<file path="config.mk">
export PLATFORM = sky130hd
export DESIGN_NAME = rvsteel_mtimer_scheduler
export DESIGN_NICKNAME = d
export VERILOG_FILES = /design/src/rtl/rvsteel_mtimer_scheduler_pkg.sv /design/src/rtl/rvsteel_mtimer_scheduler_bus.sv /design/src/rtl/rvsteel_mtimer_scheduler.sv
export SDC_FILE = /design/constraint.sdc
export NUM_CORES = 1
export LEC_CHECK = 0
export ABC_CLOCK_PERIOD_IN_PS = 5900
export CELL_PAD_IN_SITES_DETAIL_PLACEMENT = 0
export CELL_PAD_IN_SITES_GLOBAL_PLACEMENT = 1
export CORE_MARGIN = 5
export CORE_UTILIZATION = 30
export CTS_CLUSTER_DIAMETER = 60
export DETAILED_ROUTE_END_ITERATION = 10
export PLACE_DENSITY_LB_ADDON = 0.05
export REMOVE_ABC_BUFFERS = 1
export SETUP_SLACK_MARGIN = 0.15
export SYNTH_ARGS = -nofsm -noshare
export SYNTH_HDL_FRONTEND = slang
export SYNTH_SLANG_ARGS = --single-unit
export TNS_END_PERCENT = 50
</file>
<file path="constraint.sdc">
create_clock -name clock -period 5.9 [get_ports clock]
set_clock_uncertainty 0.05 [all_clocks]
set_input_delay 1.18 -clock clock [delete_from_list [all_inputs] [get_ports clock]]
set_output_delay 1.18 -clock clock [all_outputs]
set_load 0.01 [all_outputs]
</file>
<file path="src/rtl/rvsteel_mtimer_scheduler_pkg.sv">
// Shared constants for the machine-timer deadline scheduler: timer register map,
// control-register enable bit and FSM state encoding.
package rvsteel_mtimer_scheduler_pkg;

  localparam logic [4:0] TMR_ADDR_CR    = 5'h00;
  localparam logic [4:0] TMR_ADDR_CMPL  = 5'h0C;
  localparam logic [4:0] TMR_ADDR_CMPH  = 5'h10;

  localparam int unsigned CR_EN_BIT = 0;

  typedef enum logic [2:0] {
    ST_INIT_CR,
    ST_IDLE,
    ST_SCAN,
    ST_PROG_H1,
    ST_PROG_L,
    ST_PROG_H2,
    ST_SETTLE,
    ST_FIRE
  } state_e;

  // Control-register word that turns the timer on.
  function automatic logic [31:0] cr_enable_word();
    return 32'(1) << CR_EN_BIT;
  endfunction

endpackage

</file>
<file path="src/rtl/rvsteel_mtimer_scheduler_bus.sv">
// Single-outstanding write master towards the timer IO port: one-cycle request
// pulse on start, then hold busy until the timer responds.
module rvsteel_mtimer_scheduler_bus (
  input  logic        clock,
  input  logic        reset_n,
  input  logic        start_i,
  input  logic [4:0]  addr_i,
  input  logic [31:0] data_i,
  input  logic        tmr_write_response_i,
  output logic [4:0]  tmr_rw_address_o,
  output logic [31:0] tmr_write_data_o,
  output logic        tmr_write_request_o,
  output logic        busy_o,
  output logic        done_c_o
);

  logic        req_q;
  logic        busy_q;
  logic [4:0]  addr_q;
  logic [31:0] data_q;

  // A new start may coincide with the completing response of the previous write.
  always_ff @(posedge clock or negedge reset_n) begin
    if (!reset_n) begin
      req_q  <= 1'b0;
      busy_q <= 1'b0;
      addr_q <= '0;
      data_q <= '0;
    end else if (start_i) begin
      req_q  <= 1'b1;
      busy_q <= 1'b1;
      addr_q <= addr_i;
      data_q <= data_i;
    end else begin
      req_q <= 1'b0;
      if (busy_q && tmr_write_response_i) begin
        busy_q <= 1'b0;
      end
    end
  end

  assign tmr_rw_address_o    = addr_q;
  assign tmr_write_data_o    = data_q;
  assign tmr_write_request_o = req_q;
  assign busy_o              = busy_q;
  assign done_c_o            = busy_q & tmr_write_response_i;

endmodule

</file>
<file path="src/rtl/rvsteel_mtimer_scheduler.sv">
// Multiplexes NUM_CHANNELS 64-bit deadlines onto the single mtimecmp of the
// machine timer and turns the timer interrupt into per-channel pending flags.
module rvsteel_mtimer_scheduler
  import rvsteel_mtimer_scheduler_pkg::*;
#(
  parameter int unsigned NUM_CHANNELS = 4,
  parameter int unsigned CH_WIDTH     = (NUM_CHANNELS > 1) ? $clog2(NUM_CHANNELS) : 1
) (
  input  logic                    clock,
  input  logic                    reset_n,
  input  logic                    arm_valid,
  output logic                    arm_ready,
  input  logic [CH_WIDTH-1:0]     arm_channel,
  input  logic                    arm_enable,
  input  logic [63:0]             arm_deadline,
  output logic [NUM_CHANNELS-1:0] pending,
  input  logic [NUM_CHANNELS-1:0] pending_clear,
  output logic                    irq,
  output logic [4:0]              tmr_rw_address,
  output logic [31:0]             tmr_write_data,
  output logic [3:0]              tmr_write_strobe,
  output logic                    tmr_write_request,
  input  logic                    tmr_write_response,
  input  logic                    tmr_irq
);

  localparam logic [CH_WIDTH-1:0] LAST_IDX  = CH_WIDTH'(NUM_CHANNELS - 1);
  localparam logic [CH_WIDTH:0]   NUM_CH_L  = (CH_WIDTH + 1)'(NUM_CHANNELS);

  state_e                  state_q, state_d;
  logic                    dirty_q, dirty_d;
  logic [NUM_CHANNELS-1:0] armed_q, armed_d;
  logic [63:0]             deadline_q [NUM_CHANNELS];
  logic [63:0]             target_q, target_d;
  logic [CH_WIDTH-1:0]     scan_idx_q, scan_idx_d;
  logic                    min_valid_q, min_valid_d;
  logic [63:0]             min_val_q, min_val_d;
  logic                    settle_q, settle_d;
  logic [NUM_CHANNELS-1:0] pending_q, pending_d;
  logic                    irq_q;
  logic                    arm_ready_q;

  logic                    arm_we_c;
  logic [NUM_CHANNELS-1:0] fire_set_c;
  logic                    bus_start_c;
  logic [4:0]              bus_addr_c;
  logic [31:0]             bus_data_c;
  logic                    bus_busy;
  logic                    bus_done_c;

  // Out-of-range channels complete the handshake but change nothing.
  assign arm_we_c = arm_valid && arm_ready_q &&
                    ((CH_WIDTH + 1)'(arm_channel) < NUM_CH_L);

  rvsteel_mtimer_scheduler_bus u_bus (
    .clock                (clock),
    .reset_n              (reset_n),
    .start_i              (bus_start_c),
    .addr_i               (bus_addr_c),
    .data_i               (bus_data_c),
    .tmr_write_response_i (tmr_write_response),
    .tmr_rw_address_o     (tmr_rw_address),
    .tmr_write_data_o     (tmr_write_data),
    .tmr_write_request_o  (tmr_write_request),
    .busy_o               (bus_busy),
    .done_c_o             (bus_done_c)
  );

  always_ff @(posedge clock or negedge reset_n) begin
    if (!reset_n) begin
      state_q     <= ST_INIT_CR;
      dirty_q     <= 1'b0;
      armed_q     <= '0;
      target_q    <= '1;
      scan_idx_q  <= '0;
      min_valid_q <= 1'b0;
      min_val_q   <= '1;
      settle_q    <= 1'b0;
      pending_q   <= '0;
      irq_q       <= 1'b0;
      arm_ready_q <= 1'b0;
    end else begin
      state_q     <= state_d;
      dirty_q     <= dirty_d;
      armed_q     <= armed_d;
      target_q    <= target_d;
      scan_idx_q  <= scan_idx_d;
      min_valid_q <= min_valid_d;
      min_val_q   <= min_val_d;
      settle_q    <= settle_d;
      pending_q   <= pending_d;
      irq_q       <= |pending_q;
      arm_ready_q <= (state_d == ST_IDLE);
    end
  end

  always_ff @(posedge clock or negedge reset_n) begin
    if (!reset_n) begin
      for (int unsigned i = 0; i < NUM_CHANNELS; i++) begin
        deadline_q[i] <= '0;
      end
    end else if (arm_we_c) begin
      deadline_q[arm_channel] <= arm_deadline;
    end
  end

  always_comb begin
    state_d     = state_q;
    dirty_d     = dirty_q;
    armed_d     = armed_q;
    target_d    = target_q;
    scan_idx_d  = scan_idx_q;
    min_valid_d = min_valid_q;
    min_val_d   = min_val_q;
    settle_d    = settle_q;
    fire_set_c  = '0;
    bus_start_c = 1'b0;
    bus_addr_c  = '0;
    bus_data_c  = '0;

    if (arm_we_c) begin
      armed_d[arm_channel] = arm_enable;
      dirty_d              = 1'b1;
    end

    case (state_q)
      ST_INIT_CR: begin
        if (!bus_busy) begin
          bus_start_c = 1'b1;
          bus_addr_c  = TMR_ADDR_CR;
          bus_data_c  = cr_enable_word();
        end
        if (bus_done_c) begin
          state_d = ST_IDLE;
        end
      end
      // An arm in the same cycle is still covered: the scan reads the updated registers.
      ST_IDLE: begin
        if (dirty_q) begin
          state_d     = ST_SCAN;
          dirty_d     = 1'b0;
          scan_idx_d  = '0;
          min_valid_d = 1'b0;
          min_val_d   = '1;
        end else if (tmr_irq && (|armed_q)) begin
          state_d = ST_FIRE;
        end
      end
      ST_SCAN: begin
        if (armed_q[scan_idx_q] &&
            (!min_valid_q || (deadline_q[scan_idx_q] < min_val_q))) begin
          min_valid_d = 1'b1;
          min_val_d   = deadline_q[scan_idx_q];
        end
        if (scan_idx_q == LAST_IDX) begin
          state_d     = ST_PROG_H1;
          bus_start_c = 1'b1;
          bus_addr_c  = TMR_ADDR_CMPH;
          bus_data_c  = '1;
        end else begin
          scan_idx_d = scan_idx_q + CH_WIDTH'(1);
        end
      end
      ST_PROG_H1: begin
        if (bus_done_c) begin
          if (min_valid_q) begin
            state_d     = ST_PROG_L;
            bus_start_c = 1'b1;
            bus_addr_c  = TMR_ADDR_CMPL;
            bus_data_c  = min_val_q[31:0];
          end else begin
            state_d  = ST_SETTLE;
            settle_d = 1'b0;
            target_d = '1;
          end
        end
      end
      ST_PROG_L: begin
        if (bus_done_c) begin
          state_d     = ST_PROG_H2;
          bus_start_c = 1'b1;
          bus_addr_c  = TMR_ADDR_CMPH;
          bus_data_c  = min_val_q[63:32];
        end
      end
      ST_PROG_H2: begin
        if (bus_done_c) begin
          state_d  = ST_SETTLE;
          settle_d = 1'b0;
          target_d = min_val_q;
        end
      end
      // Two cycles for the timer to drop an interrupt raised by the old compare value.
      ST_SETTLE: begin
        if (settle_q) begin
          state_d = ST_IDLE;
        end else begin
          settle_d = 1'b1;
        end
      end
      ST_FIRE: begin
        for (int unsigned i = 0; i < NUM_CHANNELS; i++) begin
          fire_set_c[i] = armed_q[i] && (deadline_q[i] == target_q);
        end
        armed_d = armed_q & ~fire_set_c;
        dirty_d = 1'b1;
        state_d = ST_IDLE;
      end
      default: begin
        state_d = ST_INIT_CR;
      end
    endcase
  end

  assign pending_d = (pending_q & ~pending_clear) | fire_set_c;

  assign arm_ready        = arm_ready_q;
  assign pending          = pending_q;
  assign irq              = irq_q;
  assign tmr_write_strobe = 4'hF;

endmodule

</file>
[Yosys cells after proc, flatten, opt, wreduce, memory -nomap -nowiden]
Cells that the tools add are included.
Storage, ports and cells
  flip-flop bits (word level): 441
  bits of input ports: 76
Cells by class
  $add $sub $neg: 1
  order comparisons: 7
  eq/ne operators: 19
  multiplexer cells: 64
  bitwise logic cells: 8
  reductions and logical operators: 24
Operators with widths (number)
  $mux 64: 8
  $bwmux 256: 1
  $eq 64x64->1: 4
  $pmux 64 s2: 2
  $bmux 64 s2: 1
  $demux 64 s2: 1
  $mux 32: 4
  $pmux 32 s4: 1
  $lt 64x64->1: 1
  $mux 3: 8
  $pmux 3 s8: 1
  $mux 4: 5
  $mux 1: 18
  $pmux 5 s3: 1
  $eq 3x3->1 const B: 4
  $ne 2x2->1 const B: 6
  $logic_and 1x1->1: 10
  $mux 5: 2
  $and 4x4->4: 2
  $not 4->4: 2
  $reduce_and 4->1: 2
  $reduce_bool 2->1: 4
  $reduce_or 4->1: 2
  $eq 3x1->1 const B: 2
  other kinds (23): 31

[Longest topological paths before layout]
Gate-level depths: netlist (run 1).
  depth after elaboration: 9
  depth in mapped cells: 14
  gate-level depth less buffers: 9

[Hierarchy]
From an unflattened synthesis (run 1), not the netlist that was laid out.
Second synthesis, totals
  cells, all modules: 1862
  area total of the unflattened synthesis: 23510.0 µm²
By module, submodules not included
  rvsteel_mtimer_scheduler: times used 1, cells an instance 1779, area each 21989.8 µm², sequential area each 10219.8 µm²
  rvsteel_mtimer_scheduler_bus: times used 1, cells an instance 83, area each 1520.2 µm², sequential area each 975.9 µm²

[Worst setup path after synthesis (run 1)]
Ideal clock, no wire load.
  path type: register to register
  start: reg scan_idx_q[0]
  end: reg min_val_q[0]
  library setup time: 0.062 ns
  arrival time: 3.868 ns
  required time: 5.788 ns
  setup slack: 1.919 ns
  stages on the path, launching flop included: 14
  path buffers: 4
  cell sequence: dfrtp_1 buf_6 clkbuf_1 buf_2 mux4_2 ha_1 a21o_1 a21oi_1 nor2b_1 a2111oi_1 nor2_1 a221oi_4 buf_6 o221a_1
Between the ends
  word-level cells in the longest chain between the ends: 9
  elaborated cells on any way between the ends: 13
  classes of those cells: order compare: 1; eq/ne: 1; mux: 7; bitwise: 1; reduce/logical: 3
Ends and longest elaborated chain
  start: declaration: line rvsteel_mtimer_scheduler.sv:35  | logic [CH_WIDTH-1:0] scan_idx_q, scan_idx_d;
  start signal: assignment: line rvsteel_mtimer_scheduler.sv:87  | scan_idx_q <= scan_idx_d;
  $not 2->3 (implied by the code): line rvsteel_mtimer_scheduler.sv:151, rvsteel_mtimer_scheduler.sv:153
  $bmux 64 s2: line rvsteel_mtimer_scheduler.sv:151, rvsteel_mtimer_scheduler.sv:153
  $mux 64 (implied by the code) (2 in a row): line rvsteel_mtimer_scheduler.sv:151, rvsteel_mtimer_scheduler.sv:153
  $lt 64x64->1: line rvsteel_mtimer_scheduler.sv:151  | (!min_valid_q || (deadline_q[scan_idx_q] < min_val_q))) begin
  $logic_or 1x1->1: line rvsteel_mtimer_scheduler.sv:151
  $logic_and 1x1->1: line rvsteel_mtimer_scheduler.sv:150  | if (armed_q[scan_idx_q] &&
  $ne 2x2->1 (no line)
  $reduce_and 3->1 (no line)
  end signal: assignment: line rvsteel_mtimer_scheduler.sv:89  | min_val_q <= min_val_d;
  end: declaration: line rvsteel_mtimer_scheduler.sv:37  | logic [63:0] min_val_q, min_val_d;
Parallel ways exist; a longest one is shown, timed or not. The select of a mux whose other input is x is not followed.
A chain may end at the register's enable or synchronous reset.

[Final worst setup path (run 1)]
  start: reg scan_idx_q[0]
  end: reg min_val_q[48]
The elaborated chain is that of the path after synthesis.

==> results.yml, run 1 <==
synthesis:
  yosysTopAreaCell: "dfrtp_1"
  synth.yosys.seq_area_share_pct: 46.95
  yosys-top-cells-area: "dfrtp_1 (33%), dfstp_2 (14%), mux2_2 (12%)"
  asyncSetResetFlopFracSynth_pct: 100.0
  synth_edf_count: 0
  netlist_instances: 2037
  netlist_area_um2: 23680
  syn-mean-instance-area_um2: 11.63
  yosysUniqueCellTypes: 55
  synth_most_common_cell: "dfrtp_1"
  synth_top_area_share_pct: 32.75
  ys_warn_count: 0
  yosys_most_used_dff: "dfrtp_1"
  ys_ff_latch: 438
  ys_top_cells_by_count: "dfrtp_1 (310), mux2_2 (253), xnor2_1 (156)"
route:
  dr.pass1.iters: 5
  drt-total-wl_um: 93900
  drtIter0Drc: 1080
  num_vias: 16657
  wire_per_inst_um: 29.56
  drcViolationCount: 0
  viasPerCell: 5.243
  ant_nets: 0
placed_design:
  gp_congestion: 0.8480
  hpwlAfterDp_um: 67650
  port_buffers: 117
  placed_cell_area_um2: 25770
  dp.cells: 3062
  place_ws_ns: 0.8571
power:
  swShare_pct: 42.26
  p_leak_nw: 12.08
  p_seq_share_pct: 36.3
  p_clk_share_pct: 22.2
  pwr-share-comb_pct: 41.5
  vdd.ir_drop.worst_mv: 0.2719
  internal_power_mw: 9.984
  power.density_nw_per_um2: 620.4
  switchingPower_mw: 7.308
floorplan:
  die_h_um: 291.0
  fp.dieArea_um2: 84670
  die_w_um: 291.0
  start_util_pct: 30.13
  num_rows: 103
  coreArea_um2: 78610
  io_pins: 124
timing:
  min_period_ns: 4.987
  slew_viol_final: 0
  hold_viol_final: 0
  period_share_pct: 84.52
  worst_slew_pin_slew_ns: 1.148
  maxSlewHeadroom_pct: 22.77
  setup_tns_ns: 0
  rsz0062_at_grt: "false"
  max_freq_mhz: 200.5
  fin_ws_ns: 0.9132
  finalSetupViolations: 0
clock_tree:
  insertion_delay_ns: 0.63
  cts_resized: 0
  cts_hold_buf: 0
  cts_buffer_depth: 3
  htreeDepth: 2
  cts.clk_slew.worst_paths_ns: 0.05
  cts_root_buffer: "clkbuf_16"
  numCtsBuffers: 60
  cts_tree: "yes"
  cts.sinks: 438
  cts_setup_buffers: 0
critical_path:
  crit_top_cell: "buf_4"
  crit_slowest_cell: "dfrtp_4"
  crit_required_ns: 6.39
  cp_max_fo: 35
  reg2reg_from: "scan_idx_q[0]"
  cp-end-kind: "flop"
  worst_r2r_path_depth: 10
  critPathMaxStageDelay_ns: 1.00
  worstSetupPathType: "flop to flop"
  worstPathArrival_ns: 5.48
  start_kind: "flop"
  path_cells: "buf_4 > mux4_2 > ha_1 > a21oi_1 > o221ai_1 > a2111oi_1 > o21bai_1 > a311o_2 > buf_4 > o221a_1"
  reg2reg_slack_ns: 0.91
  r2r-end: "min_val_q[48]"
final_layout:
  fin_nets: 2214
  syn2layout_area_growth_pct: 17.68
  final_cell_area_um2: 27870
  layout.cells.non_filler: 3177
  drive_above_1_share_pct: 27.91
  post-route-util_pct: 35.45
global_routing:
  grt_util_all_layers_pct: 21.73
  grt.overflow.total: 0
  grt_max_degree: 125
  antenna_found_initial: 0
  grt_pass1_vias: 17244
  grt_pass1_wl_um: 134900
outcome:
  status: "complete, no violations"
worst_hold_path:
  min_path_type: "flop to flop"
  hp-start: "u_bus.tmr_write_data_o[25]"
  hold_path_depth: 2
  hold_path_end: "u_bus.tmr_write_data_o[25]"
job:
  drv_cap: 0
## routing by layer
layer | routed length [µm] | vias to the layer above | track usage, %
li1 | - | 7392 | -
met1 | 44450 | 8839 | 31.32
met2 | 43940 | 344 | 35.29
met3 | 3665 | 82 | 2.960
met4 | 1841 | 0 | 4.338
met5 | 0 | - | 0
## flip-flops by register name, summed over array words and instances, names as in the netlist, 2 cells and up
signal and flops:
armed_q 4, deadline_q 256, min_val_q 64, pending 4
scan_idx_q 2, state_q 3, target_q 64, u_bus.tmr_rw_address_o 2
u_bus.tmr_write_data_o 32
## final cells by class
class / count / area [µm²]
antenna: 2 / 5.005
clock buffer: 83 / 1709
clock inverter: 30 / 386.6
fill: 7862 / 50740
inverter: 84 / 315.3
multi-input combinational: 1345 / 11540
sequential: 438 / 11130
tap: 1050 / 1314
timing repair buffer: 145 / 1474
## critical path, delay by kind of cell, from the launching register on
family	cells	cell delay (ns)
fa+ha+maj	1	0.34
compound gates	6	2.18
flops	1	1.00
mux	1	0.61
buf+inv	2	0.64
## worst max-delay path by stage
stage | start | endpoint | slack, ns | cells past startpoint
2_1_floorplan | arm_channel[1] | deadline_q[192] | -0.62 | 2
3_3_place_gp | scan_idx_q[0] | min_val_q[31] | 0.84 | 10
3_5_place_dp | scan_idx_q[0] | min_val_q[3] | 0.86 | 10
4_1_cts | scan_idx_q[0] | min_val_q[48] | 0.85 | 10
5_1_grt | scan_idx_q[0] | min_val_q[48] | 0.61 | 10
6_report | scan_idx_q[0] | min_val_q[48] | 0.91 | 10
## metrics by stage
step           power [mW]  hold WS [ns]
3_5_place_dp        13.50        0.4126
6_report            17.29        0.4205
3_3_place_gp        13.46        0.4087
2_1_floorplan       9.912        0.4313
5_1_grt             18.19        0.4493
4_1_cts             17.47        0.4270
## power by group through the flow
stage	combinational [mW]	clock [mW]	sequential, mW
after floorplan	4.16	0	5.75
after global placement	7.18	0	6.29
after detailed placement	7.19	0	6.31
after CTS	7.24	3.96	6.27
after global routing	7.68	4.07	6.44
final	7.18	3.84	6.27
## cell families after synthesis
kind of cell	Yosys count	synth area share, %
simple gates	449	9.271
flops	438	46.95
mux	318	18.21
compound gates	260	8.331
buf+inv	258	4.649
xor+xnor	248	9.171
fa+ha+maj	64	3.381
other cells	2	0.03171
## cell usage in the layout (no fill, tap or decap), drive strengths merged, types with 5 or more instances in the layout
cell	count
a211oi	5
a21o	7
a21oi	36
a221oi	37
buf	29
bufinv	7
clkbuf	83
clkdlybuf4s50	116
clkinv	14
conb	6
dfrtp	310
dfstp	128
ha	64
inv	91
mux2	253
mux4	65
nand2	152
nand3	22
nand4	55
nor2	77
nor3	19
nor4	36
o21ai	83
o221a	64
o22ai	5
or3	67
xnor2	156
xor2	92
Note: power is estimated with default switching activity, not from simulation.
==> run 2, diff against run 1 <==
--- a/config.mk
+++ b/config.mk
@@ -5,7 +5,7 @@
 export SDC_FILE = /design/constraint.sdc
 export NUM_CORES = 1
 export LEC_CHECK = 0
-export ABC_CLOCK_PERIOD_IN_PS = 5900
+export ABC_CLOCK_PERIOD_IN_PS = 4200
 export CELL_PAD_IN_SITES_DETAIL_PLACEMENT = 0
 export CELL_PAD_IN_SITES_GLOBAL_PLACEMENT = 1
 export CORE_MARGIN = 5
==> constraint.sdc (replaced) <==
create_clock -name clock -period 4.2 [get_ports clock]
set_clock_uncertainty 0.05 [all_clocks]
set_input_delay 0.84 -clock clock [delete_from_list [all_inputs] [get_ports clock]]
set_output_delay 0.84 -clock clock [all_outputs]
set_load 0.01 [all_outputs]
==> run 2 against run 1 <==
Combinational power increased by 46%. Core utilization increased by 0.40 points. Non-clock buffer count increased by 28. Largest cell class unchanged. Power increased by 40%. Register-to-register slack got worse by 0.61 ns. First-iteration DRC count unchanged. Via count increased by 0.73%. Critical path depth increased by 2. Highest routed layer is now met5. Hold slack got worse by 0.25 ns. Largest power group unchanged. Critical endpoint is now min_val_q[63]. Cell area increased by 1.1%. Clock power increased by 33%.
==> results.yml, run 2 (synthesis results as in run 1) <==
outcome:
  status: "complete, no violations"
placed_design:
  port_buffers: 117
  hpwlAfterDp_um: 69490
  gp_congestion: 0.9050
  placed_cell_area_um2: 26130
global_routing:
  grt_max_degree: 95
  grt_pass1_vias: 16931
  antenna_found_initial: 4
  grt.overflow.total: 0
  grt_pass1_wl_um: 134000
  grt_util_all_layers_pct: 21.72
power:
  p_leak_nw: 12.25
  p_clk_share_pct: 21.0
  internal_power_mw: 14.01
  power.density_nw_per_um2: 861.6
  p_seq_share_pct: 35.8
  vdd.ir_drop.worst_mv: 0.3911
  swShare_pct: 42.33
  pwr-share-comb_pct: 43.2
  switchingPower_mw: 10.28
route:
  drt-total-wl_um: 94290
  drtIter0Drc: 1080
  dr.pass1.iters: 5
  drcViolationCount: 0
  viasPerCell: 5.240
  num_vias: 16779
  wire_per_inst_um: 29.45
  ant_nets: 0
critical_path:
  critPathBufInv: 4
  cp-end-kind: "flop"
  crit_slowest_cell: "mux4_2"
  cp_max_fo: 33
  path_cells: "buf_4 > buf_12 > mux4_2 > ha_1 > a21oi_1 > o221ai_1 > a2111oi_4 > buf_4 > nor2_1 > a221oi_4 > buf_12 > o221a_1"
  startpoint: "scan_idx_q[0]"
  crit_required_ns: 4.69
  worstPathArrival_ns: 4.39
  start_kind: "flop"
  cp_top_family: "compound AO/OA/AOI/OAI gates"
  critPathMaxStageDelay_ns: 0.62
  reg2reg_from: "scan_idx_q[0]"
  worstSetupPathType: "flop to flop"
timing:
  slew_viol_final: 0
  finalSetupViolations: 0
  rsz0062_at_grt: "false"
  maxSlewHeadroom_pct: 27.45
  min_period_ns: 3.895
  max_freq_mhz: 256.7
  hold_viol_final: 0
  worst_slew_pin_slew_ns: 1.078
  holdWs_ns: 0.1742
  period_share_pct: 92.75
final_layout:
  reg.largest.list: "deadline_q x256, min_val_q x64, target_q x64"
  fin_nets: 2240
  final_cell_area_um2: 28190
  final_cell_mix: "dfrtp_1 (307), mux2_2 (253), xnor2_1 (156)"
  drive_above_1_share_pct: 28.74
  final_common_cell: "dfrtp_1"
  largest_register_ffs: 256
  regMostFlops: "deadline_q"
  syn2layout_area_growth_pct: 19.01
  post-route-util_pct: 35.85
job:
  drv_cap: 0
floorplan:
  die_w_um: 291.0
  num_rows: 103
  die_h_um: 291.0
  coreArea_um2: 78610
  start_util_pct: 30.13
  io_pins: 124
  fp.dieArea_um2: 84670
clock_tree:
  cts.sinks: 438
  cts_root_buffer: "clkbuf_16"
  cts_buffer_depth: 3
  cts_tree: "yes"
  cts.clk_slew.worst_paths_ns: 0.06
  htreeDepth: 2
  numCtsBuffers: 58
  insertion_delay_ns: 0.62
worst_hold_path:
  min_path_type: "input pin to async pin"
run 2: power by group through the flow:
| stage | combinational (mW) | sequential (mW) | clock [mW] |
|---|---|---|---|
| after detailed placement | 10.4 | 8.76 | 0 |
| final | 10.5 | 8.69 | 5.11 |
| after global placement | 10.4 | 8.75 | 0 |
| after floorplan | 5.84 | 8.08 | 0 |
| after CTS | 10.5 | 8.71 | 5.27 |
| after global routing | 11.2 | 8.92 | 5.42 |
run 2: worst register-to-register path, delay by kind of cell, from the launching register on:
| family | cells | cell delay, ns |
|---|---|---|
| flops | 1 | 0.54 |
| simple gates | 1 | 0.07 |
| buf+inv | 4 | 0.80 |
| fa+ha+maj | 1 | 0.35 |
| mux | 1 | 0.63 |
| compound gates | 5 | 1.40 |
run 2: path summary, 6_finish.rpt:
kind,to,slack (ns),cells after the start
max reg2reg,min_val_q[63],0.30,12
min,u_bus.tmr_write_data_o[18],0.17,1
max,min_val_q[63],0.30,12
min in group clock,u_bus.tmr_write_data_o[29],0.42,2
max in group asynchronous,target_q[5],2.94,2
min reg2reg,u_bus.tmr_write_data_o[29],0.42,2
run 2: layout make-up:
class	instances	area, µm²
Clock inverter	32	377.9
Clock buffer	78	1598
Inverter	84	315.3
Timing Repair Buffer	173	1884
Fill cell	7761	50430
Multi-Input combinational cell	1345	11560
Tap cell	1050	1314
Sequential cell	438	11130
Antenna cell	2	5.005
run 2: metal layers:
layer	vias up	global-route usage (%)	wire length, µm
met4	4	5.173	2325
met5	-	0	27
met2	425	35.55	44590
met1	8780	30.63	43010
li1	7468	-	-
met3	102	3.113	4344
run 2: repair_timing:
action,in CTS,in global routing
buffers inserted,0,7
hold buffers,0,0
pin swaps,0,0
resized for setup,1,2
endpoints found under the setup margin,64,64
run 2: through the flow:
| stage | setup TNS (ns) | setup slack (ns) | power, mW | instances |
|---|---|---|---|---|
| floorplan | -296.12 | -2.318 | 13.92 | 1867 |
| global placement | 0 | 0.1340 | 19.15 | 3083 |
| detailed placement | 0 | 0.03685 | 19.20 | 3083 |
| CTS | 0 | 0.1760 | 24.48 | 3193 |
| global route | 0 | 0.1974 | 25.52 | 3200 |
| finish | 0 | 0.3046 | 24.29 | 3202 |
==> run 3, diff against run 2 <==
--- a/config.mk
+++ b/config.mk
@@ -6,11 +6,11 @@
 export NUM_CORES = 1
 export LEC_CHECK = 0
 export ABC_CLOCK_PERIOD_IN_PS = 4200
-export CELL_PAD_IN_SITES_DETAIL_PLACEMENT = 0
+export CELL_PAD_IN_SITES_DETAIL_PLACEMENT = 1
 export CELL_PAD_IN_SITES_GLOBAL_PLACEMENT = 1
 export CORE_MARGIN = 5
 export CORE_UTILIZATION = 30
-export CTS_CLUSTER_DIAMETER = 60
+export CTS_CLUSTER_DIAMETER = 120
 export DETAILED_ROUTE_END_ITERATION = 10
 export PLACE_DENSITY_LB_ADDON = 0.05
 export REMOVE_ABC_BUFFERS = 1
==> run 3 against run 2 <==
Cell area shrank 0.67%. Via count is 0.58% higher. Sequential cell count unchanged. Hold slack lost 0.0072 ns. Maximum frequency down 1.5%. Non-clock buffer count shrank 1. Clock-buffer cell count did not move. Register-to-register slack worse by 0.06 ns. Critical path type unchanged. Largest cell class unchanged.
==> results.yml, run 3 (synthesis results as in run 1) <==
outcome:
  status: "complete, no violations"
final_layout:
  fin_nets: 2236
  largest_register_ffs: 256
  final_common_cell: "dfrtp_1"
  syn2layout_area_growth_pct: 18.22
  final_cell_mix: "dfrtp_1 (307), mux2_2 (253), xnor2_1 (156)"
  regMostFlops: "deadline_q"
  drive_above_1_share_pct: 28.36
  antenna_cells: 0
  reg.largest.list: "deadline_q x256, min_val_q x64, target_q x64"
power:
  vdd.ir_drop.worst_mv: 0.3061
  p_leak_nw: 12.15
  finalPower_mw: 24.10
  power.density_nw_per_um2: 860.7
critical_path:
  path_cells: "buf_12 > buf_4 > mux4_2 > ha_1 > a211oi_1 > o221ai_1 > a2111oi_2 > buf_4 > nor2_1 > a221oi_4 > buf_12 > o221a_1"
  worstSetupPathType: "flop to flop"
  worst_r2r_path_depth: 12
  reg2reg_from: "scan_idx_q[0]"
  critPathMaxStageDelay_ns: 0.57
  r2r-end: "min_val_q[5]"
  crit_required_ns: 4.70
  start_kind: "flop"
  reg2reg_slack_ns: 0.24
  cp_max_fo: 33
  worstPathArrival_ns: 4.46
  crit_slowest_cell: "mux4_2"
  cp-end-kind: "flop"
timing:
  maxSlewHeadroom_pct: 34.95
  worst_slew_pin_slew_ns: 0.9758
  max_freq_mhz: 252.7
  period_share_pct: 94.20
  slew_viol_final: 0
  setup_tns_ns: 0
  rsz0062_at_grt: "false"
  finalSetupViolations: 0
  hold_viol_final: 0
  min_period_ns: 3.957
clock_tree:
  cts.sinks: 438
  htreeDepth: 2
  cts_buffer_depth: 3
  cts_hold_buf: 0
  cts_root_buffer: "clkbuf_16"
  cts.clk_slew.worst_paths_ns: 0.06
  numCtsBuffers: 55
  insertion_delay_ns: 0.62
  cts_tree: "yes"
global_routing:
  grt_max_degree: 95
  grt.overflow.total: 0
  grt_pass1_wl_um: 138300
  grt_pass1_vias: 17869
  grt_util_all_layers_pct: 22.27
  antenna_found_initial: 2
floorplan:
  coreArea_um2: 78610
  fp.dieArea_um2: 84670
  start_util_pct: 30.13
  die_w_um: 291.0
  io_pins: 124
  die_h_um: 291.0
  num_rows: 103
job:
  drv_cap: 0
placed_design:
  port_buffers: 117
  hpwlAfterDp_um: 71080
  gp_congestion: 0.9050
route:
  ant_nets: 0
  num_vias: 16876
  drt-total-wl_um: 96200
  drcViolationCount: 0
  wire_per_inst_um: 30.16
  viasPerCell: 5.290
  drtIter0Drc: 930
  dr.pass1.iters: 5
worst_hold_path:
  min_path_type: "input pin to async pin"
[run 3: cell count changes in the layout (fill, tap and decap cells not counted), moves of 3 or more]
cell / before / now
clkbuf_8: 5 / 8
buf_4: 33 / 30
clkbuf_16: 59 / 55
clkinv_4: 6 / 1
[run 3: area by class of cell]
class                      instances  area [µm²]
fill                            8438       50610
inverter                          84       315.3
clock inverter                    23       257.7
sequential                       438       11130
clock buffer                      78        1543
multi-input combinational       1345       11550
timing repair buffer             172        1889
tap                             1050        1314
[run 3: stage by stage]
| step | hold WS (ns) | cell area (µm²) | std cells | util (%) | setup slack, ns |
|---|---|---|---|---|---|
| 2_1_floorplan | 0.4313 | 22910 | 1867 | - | -2.318 |
| 3_3_place_gp | 0.4106 | 26130 | 3083 | 33.24 | 0.1340 |
| 3_5_place_dp | 0.4158 | 26130 | 3083 | 33.24 | 0.04376 |
| 4_1_cts | 0.1922 | 27930 | 3184 | 35.53 | 0.1705 |
| 5_1_grt | 0.2008 | 28000 | 3190 | 35.62 | 0.1473 |
| 6_report | 0.1670 | 28000 | 3190 | 35.62 | 0.2435 |
[run 3: worst max-delay path: cells and delay by family, from the launching register on]
kind,cells,cell delay (ns)
flip-flops,1,0.42
AO/OA/AOI/OAI,5,1.55
multiplexers,1,0.57
adder cells (fa/ha/maj),1,0.33
buffers and inverters,4,0.84
AND/OR/NAND/NOR,1,0.07
[run 3: power breakdown]
group | switching [mW] | internal, mW | leakage, nW | total, mW
combinational | 5.96 | 4.61 | 5.89 | 10.6
sequential | 2.36 | 6.35 | 5.38 | 8.71
clock | 1.96 | 2.85 | 0.880 | 4.82
[run 3: worst max path at each step]
stage                        startpoint            end  slack [ns]  depth (start not counted)
final                     scan_idx_q[0]   min_val_q[5]        0.24                         12
after global routing      scan_idx_q[0]  min_val_q[25]        0.15                         13
after CTS                 scan_idx_q[0]  min_val_q[25]        0.17                         11
after detailed placement  scan_idx_q[0]   min_val_q[5]        0.04                         11
after global placement    scan_idx_q[0]   min_val_q[7]        0.13                         11
after floorplan           scan_idx_q[0]   min_val_q[0]       -2.32                          9
[run 3: what timing repair did]
action	4_1_cts	5_1_grt
endpoints found under the setup margin	64	64
buffers inserted	0	6
cloned	0	0
pin swaps	0	0
resized for setup	1	1
[run 3: per-layer routing]
metal	GRT usage (%)	part of all wire [%]	vias up
li1	-	-	7418
met1	31.54	47	9053
met2	37.19	48	319
met3	2.434	3.3	86
met4	4.651	2.0	0
met5	0	0	-
